===== src/rtl/uart_time_tx.sv =====
// Serializes the current MM:SS time as "MM:SS\r\n" over an 8N1 UART line, LSB first.
// Transmits on request or, with auto_en, whenever the digits change from the last message sent.
module uart_time_tx #(
  parameter int unsigned CLK_FREQ = 50000000,
  parameter int unsigned BAUD     = 115200
) (
  input  logic       clk,
  input  logic       resett,
  input  logic [3:0] min_m,
  input  logic [3:0] min_l,
  input  logic [3:0] sec_m,
  input  logic [3:0] sec_l,
  input  logic       send,
  input  logic       auto_en,
  output logic       tx,
  output logic       busy,
  output logic       done
);

  localparam int unsigned ClksPerBit = CLK_FREQ / BAUD;
  localparam int unsigned BaudW      = (ClksPerBit > 1) ? $clog2(ClksPerBit) : 1;
  localparam logic [BaudW-1:0] BaudLast = BaudW'(ClksPerBit - 1);

  typedef enum logic [1:0] {StIdle, StStart, StData, StStop} state_e;

  function automatic logic [7:0] ascii_digit(input logic [3:0] d);
    return (d > 4'd9) ? 8'h3F : {4'h3, d};
  endfunction

  state_e            state_q, state_d;
  logic [BaudW-1:0]  baud_q, baud_d;
  logic [2:0]        bit_q, bit_d;
  logic [2:0]        byte_q, byte_d;
  logic [15:0]       msg_q, msg_d;
  logic [15:0]       last_q, last_d;
  logic              pending_q, pending_d;
  logic              tx_q, tx_d;
  logic              busy_q, busy_d;
  logic              done_q, done_d;

  logic [15:0] digits;
  logic [7:0]  cur_byte;
  logic        req;
  logic        bit_end;

  assign digits  = {min_m, min_l, sec_m, sec_l};
  assign req     = send | (auto_en & (digits != last_q));
  assign bit_end = (baud_q == BaudLast);

  always_comb begin
    case (byte_q)
      3'd0:    cur_byte = ascii_digit(msg_q[15:12]);
      3'd1:    cur_byte = ascii_digit(msg_q[11:8]);
      3'd2:    cur_byte = 8'h3A;
      3'd3:    cur_byte = ascii_digit(msg_q[7:4]);
      3'd4:    cur_byte = ascii_digit(msg_q[3:0]);
      3'd5:    cur_byte = 8'h0D;
      default: cur_byte = 8'h0A;
    endcase
  end

  always_comb begin
    state_d   = state_q;
    baud_d    = baud_q;
    bit_d     = bit_q;
    byte_d    = byte_q;
    msg_d     = msg_q;
    last_d    = last_q;
    pending_d = pending_q;
    tx_d      = tx_q;
    busy_d    = busy_q;
    done_d    = 1'b0;

    // Requests arriving mid-message collapse into a single follow-up message.
    if (state_q != StIdle && req) begin
      pending_d = 1'b1;
    end

    case (state_q)
      StIdle: begin
        if (req || pending_q) begin
          state_d   = StStart;
          tx_d      = 1'b0;
          busy_d    = 1'b1;
          msg_d     = digits;
          last_d    = digits;
          pending_d = 1'b0;
          baud_d    = '0;
          bit_d     = '0;
          byte_d    = '0;
        end
      end
      StStart: begin
        if (bit_end) begin
          baud_d  = '0;
          bit_d   = '0;
          state_d = StData;
          tx_d    = cur_byte[0];
        end else begin
          baud_d = baud_q + BaudW'(1);
        end
      end
      StData: begin
        if (bit_end) begin
          baud_d = '0;
          if (bit_q == 3'd7) begin
            state_d = StStop;
            tx_d    = 1'b1;
          end else begin
            bit_d = bit_q + 3'd1;
            tx_d  = cur_byte[bit_d];
          end
        end else begin
          baud_d = baud_q + BaudW'(1);
        end
      end
      StStop: begin
        if (bit_end) begin
          baud_d = '0;
          if (byte_q != 3'd6) begin
            byte_d  = byte_q + 3'd1;
            state_d = StStart;
            tx_d    = 1'b0;
          end else begin
            state_d = StIdle;
            done_d  = 1'b1;
            busy_d  = 1'b0;
          end
        end else begin
          baud_d = baud_q + BaudW'(1);
        end
      end
      default: state_d = StIdle;
    endcase
  end

  always_ff @(posedge clk or negedge resett) begin
    if (!resett) begin
      state_q   <= StIdle;
      baud_q    <= '0;
      bit_q     <= '0;
      byte_q    <= '0;
      msg_q     <= '0;
      last_q    <= '0;
      pending_q <= 1'b0;
      tx_q      <= 1'b1;
      busy_q    <= 1'b0;
      done_q    <= 1'b0;
    end else begin
      state_q   <= state_d;
      baud_q    <= baud_d;
      bit_q     <= bit_d;
      byte_q    <= byte_d;
      msg_q     <= msg_d;
      last_q    <= last_d;
      pending_q <= pending_d;
      tx_q      <= tx_d;
      busy_q    <= busy_d;
      done_q    <= done_d;
    end
  end

  assign tx   = tx_q;
  assign busy = busy_q;
  assign done = done_q;

endmodule


===== config.mk =====
export PLATFORM = sky130hd
export DESIGN_NAME = uart_time_tx
export DESIGN_NICKNAME = d
export VERILOG_FILES = /design/src/rtl/uart_time_tx.sv
export SDC_FILE = /design/constraint.sdc
export NUM_CORES = 1
export LEC_CHECK = 0
export ABC_AREA = 1
export CAP_MARGIN = 15
export CELL_PAD_IN_SITES_DETAIL_PLACEMENT = 0
export CELL_PAD_IN_SITES_GLOBAL_PLACEMENT = 1
export CORE_MARGIN = 2
export CORE_UTILIZATION = 45
export DETAILED_ROUTE_END_ITERATION = 16
export PLACE_DENSITY_LB_ADDON = 0.1
export SLEW_MARGIN = 20
export SYNTH_ARGS = -nofsm -noshare
export SYNTH_HDL_FRONTEND = slang
export SYNTH_SLANG_ARGS = --single-unit

===== constraint.sdc =====
create_clock -name clk -period 2.61 [get_ports clk]
set_input_delay 0.3915 -clock clk [delete_from_list [all_inputs] [get_ports clk]]
set_output_delay 0.3915 -clock clk [all_outputs]
set_load 0.05 [all_outputs]

Word-level counts from Yosys, hierarchy flattened
Cells that the tools add are included.
{"block": "word_totals", "reg_bits": 37, "elab_cells": 95}
{"block": "classes", "addsub": 3, "magnitude_cmp": 5, "n_eq_ne": 20, "muxes": 42, "bitwise": 2, "n_reduce_logical": 14}
{"op": "$pmux 6 s6", "count": 1}
{"op": "$mux 3", "count": 6}
{"op": "$mux 9", "count": 2}
{"op": "$pmux 9 s2", "count": 1}
{"op": "$mux 1", "count": 17}
{"op": "$gt 4x4->1 const B", "count": 4}
{"op": "$mux 4", "count": 4}
{"op": "$ne 16x16->1", "count": 1}
{"op": "$ne 2x2->1 const B", "count": 8}
{"op": "$reduce_and 5->1", "count": 3}
{"op": "$mux 2", "count": 5}
{"op": "$add 9x1->9 const B", "count": 1}
{"op": "$eq 3x3->1 const B", "count": 3}
{"op": "$eq 9x9->1 const B", "count": 1}
{"op": "$pmux 3 s3", "count": 1}
{"op": "$pmux 2 s4", "count": 1}
{"op": "$reduce_and 4->1", "count": 2}
{"op": "$add 3x1->3 const B", "count": 2}
{"op": "$eq 3x2->1 const B", "count": 2}
{"op": "$pmux 3 s2", "count": 1}
{"op": "$eq 2x2->1 const B", "count": 2}
{"op": "$lt 3x4->1 const B", "count": 1}
{"op": "$pmux 1 s4", "count": 1}
{"op": "$reduce_bool 2->1", "count": 2}
{"op": "14 further kinds", "count": 14}

Longest topological paths before layout
{"block": "depth", "ltp_word": 8, "ltp_mapped": 16}

Worst setup path before layout
OpenSTA, ideal clock, no wires.
{"block": "synth_path", "path_type": "flip-flop to flip-flop", "from": "register state_q[0]", "to": "register busy_q (netlist: busy)", "setup_ns": 0.120, "arrival_time_ns": 1.512, "t_required_ns": 2.490, "path_slack_ns": 0.978, "stages_incl_launch_ff": 9, "path_cell_list": "dfrtp_1 > inv_1 > ha_1 > buf_1 > inv_1 > nand2_1 > nand2_1 > o21ai_0 > nand2_1"}
{"block": "synth_via", "elab_chain_len": 3, "elab_cells_between_ends": 8, "classes_between": "eq/ne: 4; mux: 1; reduce/logical: 3"}
{"item": "start: declaration", "line_no": "30", "source": "state_e state_q, state_d;"}
{"item": "start signal: assignment", "line_no": "139", "source": "state_q <= StIdle;"}
{"item": "start signal: assignment", "line_no": "150", "source": "state_q <= state_d;"}
{"item": "$eq 2x2->1 / $logic_not 2->1 (equally long branches)", "line_no": "79", "source": "case (state_q)"}
{"item": "$ne 2x2->1 (no line) / $reduce_bool 2->1 (equally long branches)"}
{"item": "$reduce_and 4->1 (no line)"}
{"item": "end signal: assignment", "line_no": "158", "source": "busy_q <= busy_d;"}
{"item": "end: declaration", "line_no": "38", "source": "logic busy_q, busy_d;"}
Several ways; a longest one is shown, not always the timed one.
A chain may end at the register's enable or synchronous reset.

Worst setup path after layout
{"block": "layout_path", "from": "input port min_m[2]", "to": "register bit_q[2]"}
{"block": "layout_via", "elab_chain_len": 6}
{"item": "start: declaration", "line_no": "9", "source": "input logic [3:0] min_m,"}
{"item": "$ne 16x16->1", "line_no": "47", "source": "assign req = send | (auto_en & (digits != last_q));"}
{"item": "$and 1x1->1", "line_no": "47"}
{"item": "$or 1x1->1", "line_no": "47"}
{"item": "$logic_or 1x1->1", "line_no": "81", "source": "if (req || pending_q) begin"}
{"item": "$ne 2x2->1 (no line)"}
{"item": "$reduce_and 5->1 (no line)"}
{"item": "end signal: assignment", "line_no": "152", "source": "bit_q <= bit_d;"}
{"item": "end: declaration", "line_no": "32", "source": "logic [2:0] bit_q, bit_d;"}
Every way passes these cells.

==> out/results.ini <==
[detailed_routing]
wl_per_cell_um = 12.5
ant_nets = 0
via_per_inst = 4.91
routed_wirelength_um = 5390
route.detailed.drc = 0
dr.pass1.iters = 4
vias = 2117
drtIter0Drc = 120

[die]
die_w_um = 78.1
coreArea_sq_um = 5200
io_pins = 23
die_y_um = 78.1
placementRows = 26
initial_utilization_pct = 47.5
dieArea_sq_um = 6100

[worst_hold_path]
hold_class = input pin to asynchronous set/reset pin

[logic_synthesis]
yosysSeqAreaShare_pct = 37.5
syn-num-nets = 369
synth_top_area_share_pct = 36.5
ys_ff_latch = 37
yosys-top-cells-count = 92 x nand2_1, 43 x inv_1, 36 x dfrtp_1, 36 x nor2_1, 20 x a21oi_1
yosysTopAreaCell = dfrtp_1
syn_area_per_cell_sq_um = 7.38
synthTopCellsByArea = dfrtp_1 36%, nand2_1 14%, ha_1 7.1%, inv_1 6.5%, nor2_1 5.5%
ys_async_sr_fraction_pct = 100
ys.flop_type = dfrtp_1
synth-edff-count = 0
syn_area_sq_um = 2470
syn_inst = 335
synthMostInstantiatedCell = nand2_1
ys_types = 34
yosysWarnings = 0

[clocking]
clkSlewWorstSetupHoldPaths_ns = 0.07
cts_resized = 0
cts_tree = yes
clockBufferDepth = 2
cts-htree-levels = 2
clk_latency_ns = 0.29
cts.sinks = 37
cts_setup_buffers = 0
cts_buffers = 5
cts-root-buf = clkbuf_8
hold_buffers = 0

[grt]
gr-usage-all-layers_pct = 19.4
antenna_found_initial = 0
grt_max_degree = 38
overflow = 0
first_global_vias = 1994
grt_pass1_wl_um = 9360

[layout]
diodes = 0
regArea_sq_um = 927
area.growth.synth_to_final_pct = 15.7
multi_input_area_sq_um = 1330
nFillCells = 521
final_nets = 394
drive_gt1_share_pct = 6.93

[critical_path]
crit_slowest_cell = clkdlybuf4s50_1
r2r_cells = 15
cp_top_family = simple AND/OR/NAND/NOR gates
path_depth = 14
criticalPathCategory = input pin to register
cpPeakStageDelay_ns = 0.42
cp-start-kind = input pin
crit_path_cell_trace = clkdlybuf4s50_1 -> inv_1 -> nor2_1 -> nor3_2 -> nand2_1 -> nor2_1 -> nand2_1 -> nand2_4 -> nand3_4 -> nand2_1 -> inv_2 -> nand2_1 -> nand2_1 -> o21ai_1
crit_fanout = 21
endpoint_kind = register
path_buf_inv = 3
arrival_ns = 2.23
required_ns = 2.83
crit_top_cell = nand2_1

[sta]
finalCriticalPeriod_ns = 2.01
period_share_pct = 76.9
drv_slew = 0
relSlewSlack_pct = 43.8
grt_setup_unrepaired = no
hold_viol = 0
tightest_slew_ns = 0.844
tns_ns = 0
max_freq_ghz = 0.498
setup_viol = 0
fin_skew_ns = 0.00443

[placed_design]
numPortBuffers = 22
dp_hpwl_um = 4030
gp_congestion = 0.791

[pwr]
vdd_drop_max_uv = 524
powerDensity_nw_per_um2 = 1130
power_leakage_nw = 1.43
p_total_mw = 3.22

[run]
drv.max_cap_violation_count = 0

[run_status]
status = complete, no violations

## per-stage QoR
stage | utilization (%) | area, sq um | cells | setup slack, ns | hold slack [ns]
4_1_cts | 54.9 | 2860 | 431 | 0.588 | 0.236
2_1_floorplan | - | 2470 | 335 | 0.978 | 0.0959
6_report | 54.9 | 2860 | 431 | 0.602 | 0.202
3_3_place_gp | 52.7 | 2740 | 423 | 0.291 | 0.465
3_5_place_dp | 52.7 | 2740 | 423 | 0.296 | 0.468
5_1_grt | 54.9 | 2860 | 431 | 0.259 | 0.284
## logic make-up after synthesis
logic type | count (synthesis) | share of synthesized area (%)
flops | 37 | 37.5
buf+inv | 53 | 8.86
fa+ha+maj | 14 | 7.09
xor+xnor | 14 | 4.96
simple gates | 167 | 30.0
compound gates | 50 | 11.5
## worst register-to-register path, stage by stage, from the launching register on
cell and delay [ns]:
dfrtp_1 0.43, inv_1 0.12, ha_1 0.23, inv_1 0.06
nor2_1 0.16, a21boi_0 0.27, nor2_1 0.09, nand3_1 0.10
nand2_1 0.06, nand2_1 0.05, nand2_1 0.04, nand2_1 0.05
nand2_1 0.05, nand2_1 0.07, nand3_1 0.07, nand2_1 0.07
## per-layer routing
metal  vias up  share of wire [%]  global-route usage (%)
met5         -                  0                       0
met4         0                1.4                    6.84
met3         7                3.3                    3.56
met2        22                 42                    29.1
met1       962                 53                    28.2
li1       1126                  -                       -
## cell type report
| cell class | count | share of cell area, % |
|---|---|---|
| Sequential cell | 37 | 32.4 |
| Clock inverter | 1 | 1.05 |
| Multi-Input combinational cell | 245 | 46.3 |
| Clock buffer | 7 | 3.02 |
| Inverter | 48 | 6.30 |
| Tap cell | 70 | 3.06 |
| Timing Repair Buffer | 23 | 7.79 |
## power by group
group / switching [mW] / total, mW / internal (mW)
clock network: 0.211 / 0.523 / 0.312
logic: 1.03 / 1.67 / 0.645
registers: 0.234 / 1.03 / 0.793
total: 1.47 / 3.22 / 1.75
## cell usage in the layout (no fill, tap or decap), drive strengths merged
cell type / n
dfstp: 1
clkdlybuf4s50: 21
o21ai: 19
a21o: 3
a22oi: 1
buf: 2
o211ai: 1
or2: 1
a21oi: 21
inv: 48
a31oi: 2
clkbuf: 7
nor3: 5
nor4: 1
ha: 14
nand2: 95
nand4: 8
bufinv: 1
nand3b: 1
nand3: 20
nor2: 36
xnor2: 12
a21boi: 2
dfrtp: 36
xor2: 2
o31ai: 1
## final timing paths
kind	slack, ns	endpoint	from
worst max-delay path	0.60	bit_q[2]	min_m[2]
worst min-delay path	0.20	last_q[2]	resett
worst max register to register	0.64	tx	byte_q[0]
worst min register to register	0.47	tx	tx
max in group asynchronous	1.88	baud_q[1]	resett
min in group clk	0.47	tx	tx
## registers in the layout, indices dropped and copies added, names as in the netlist
register,flops
pending_q,1
byte_q,3
last_q,16
bit_q,3
state_q,2
baud_q,9
done,1
busy,1
tx,1
Power figures use the tool's default switching activity.
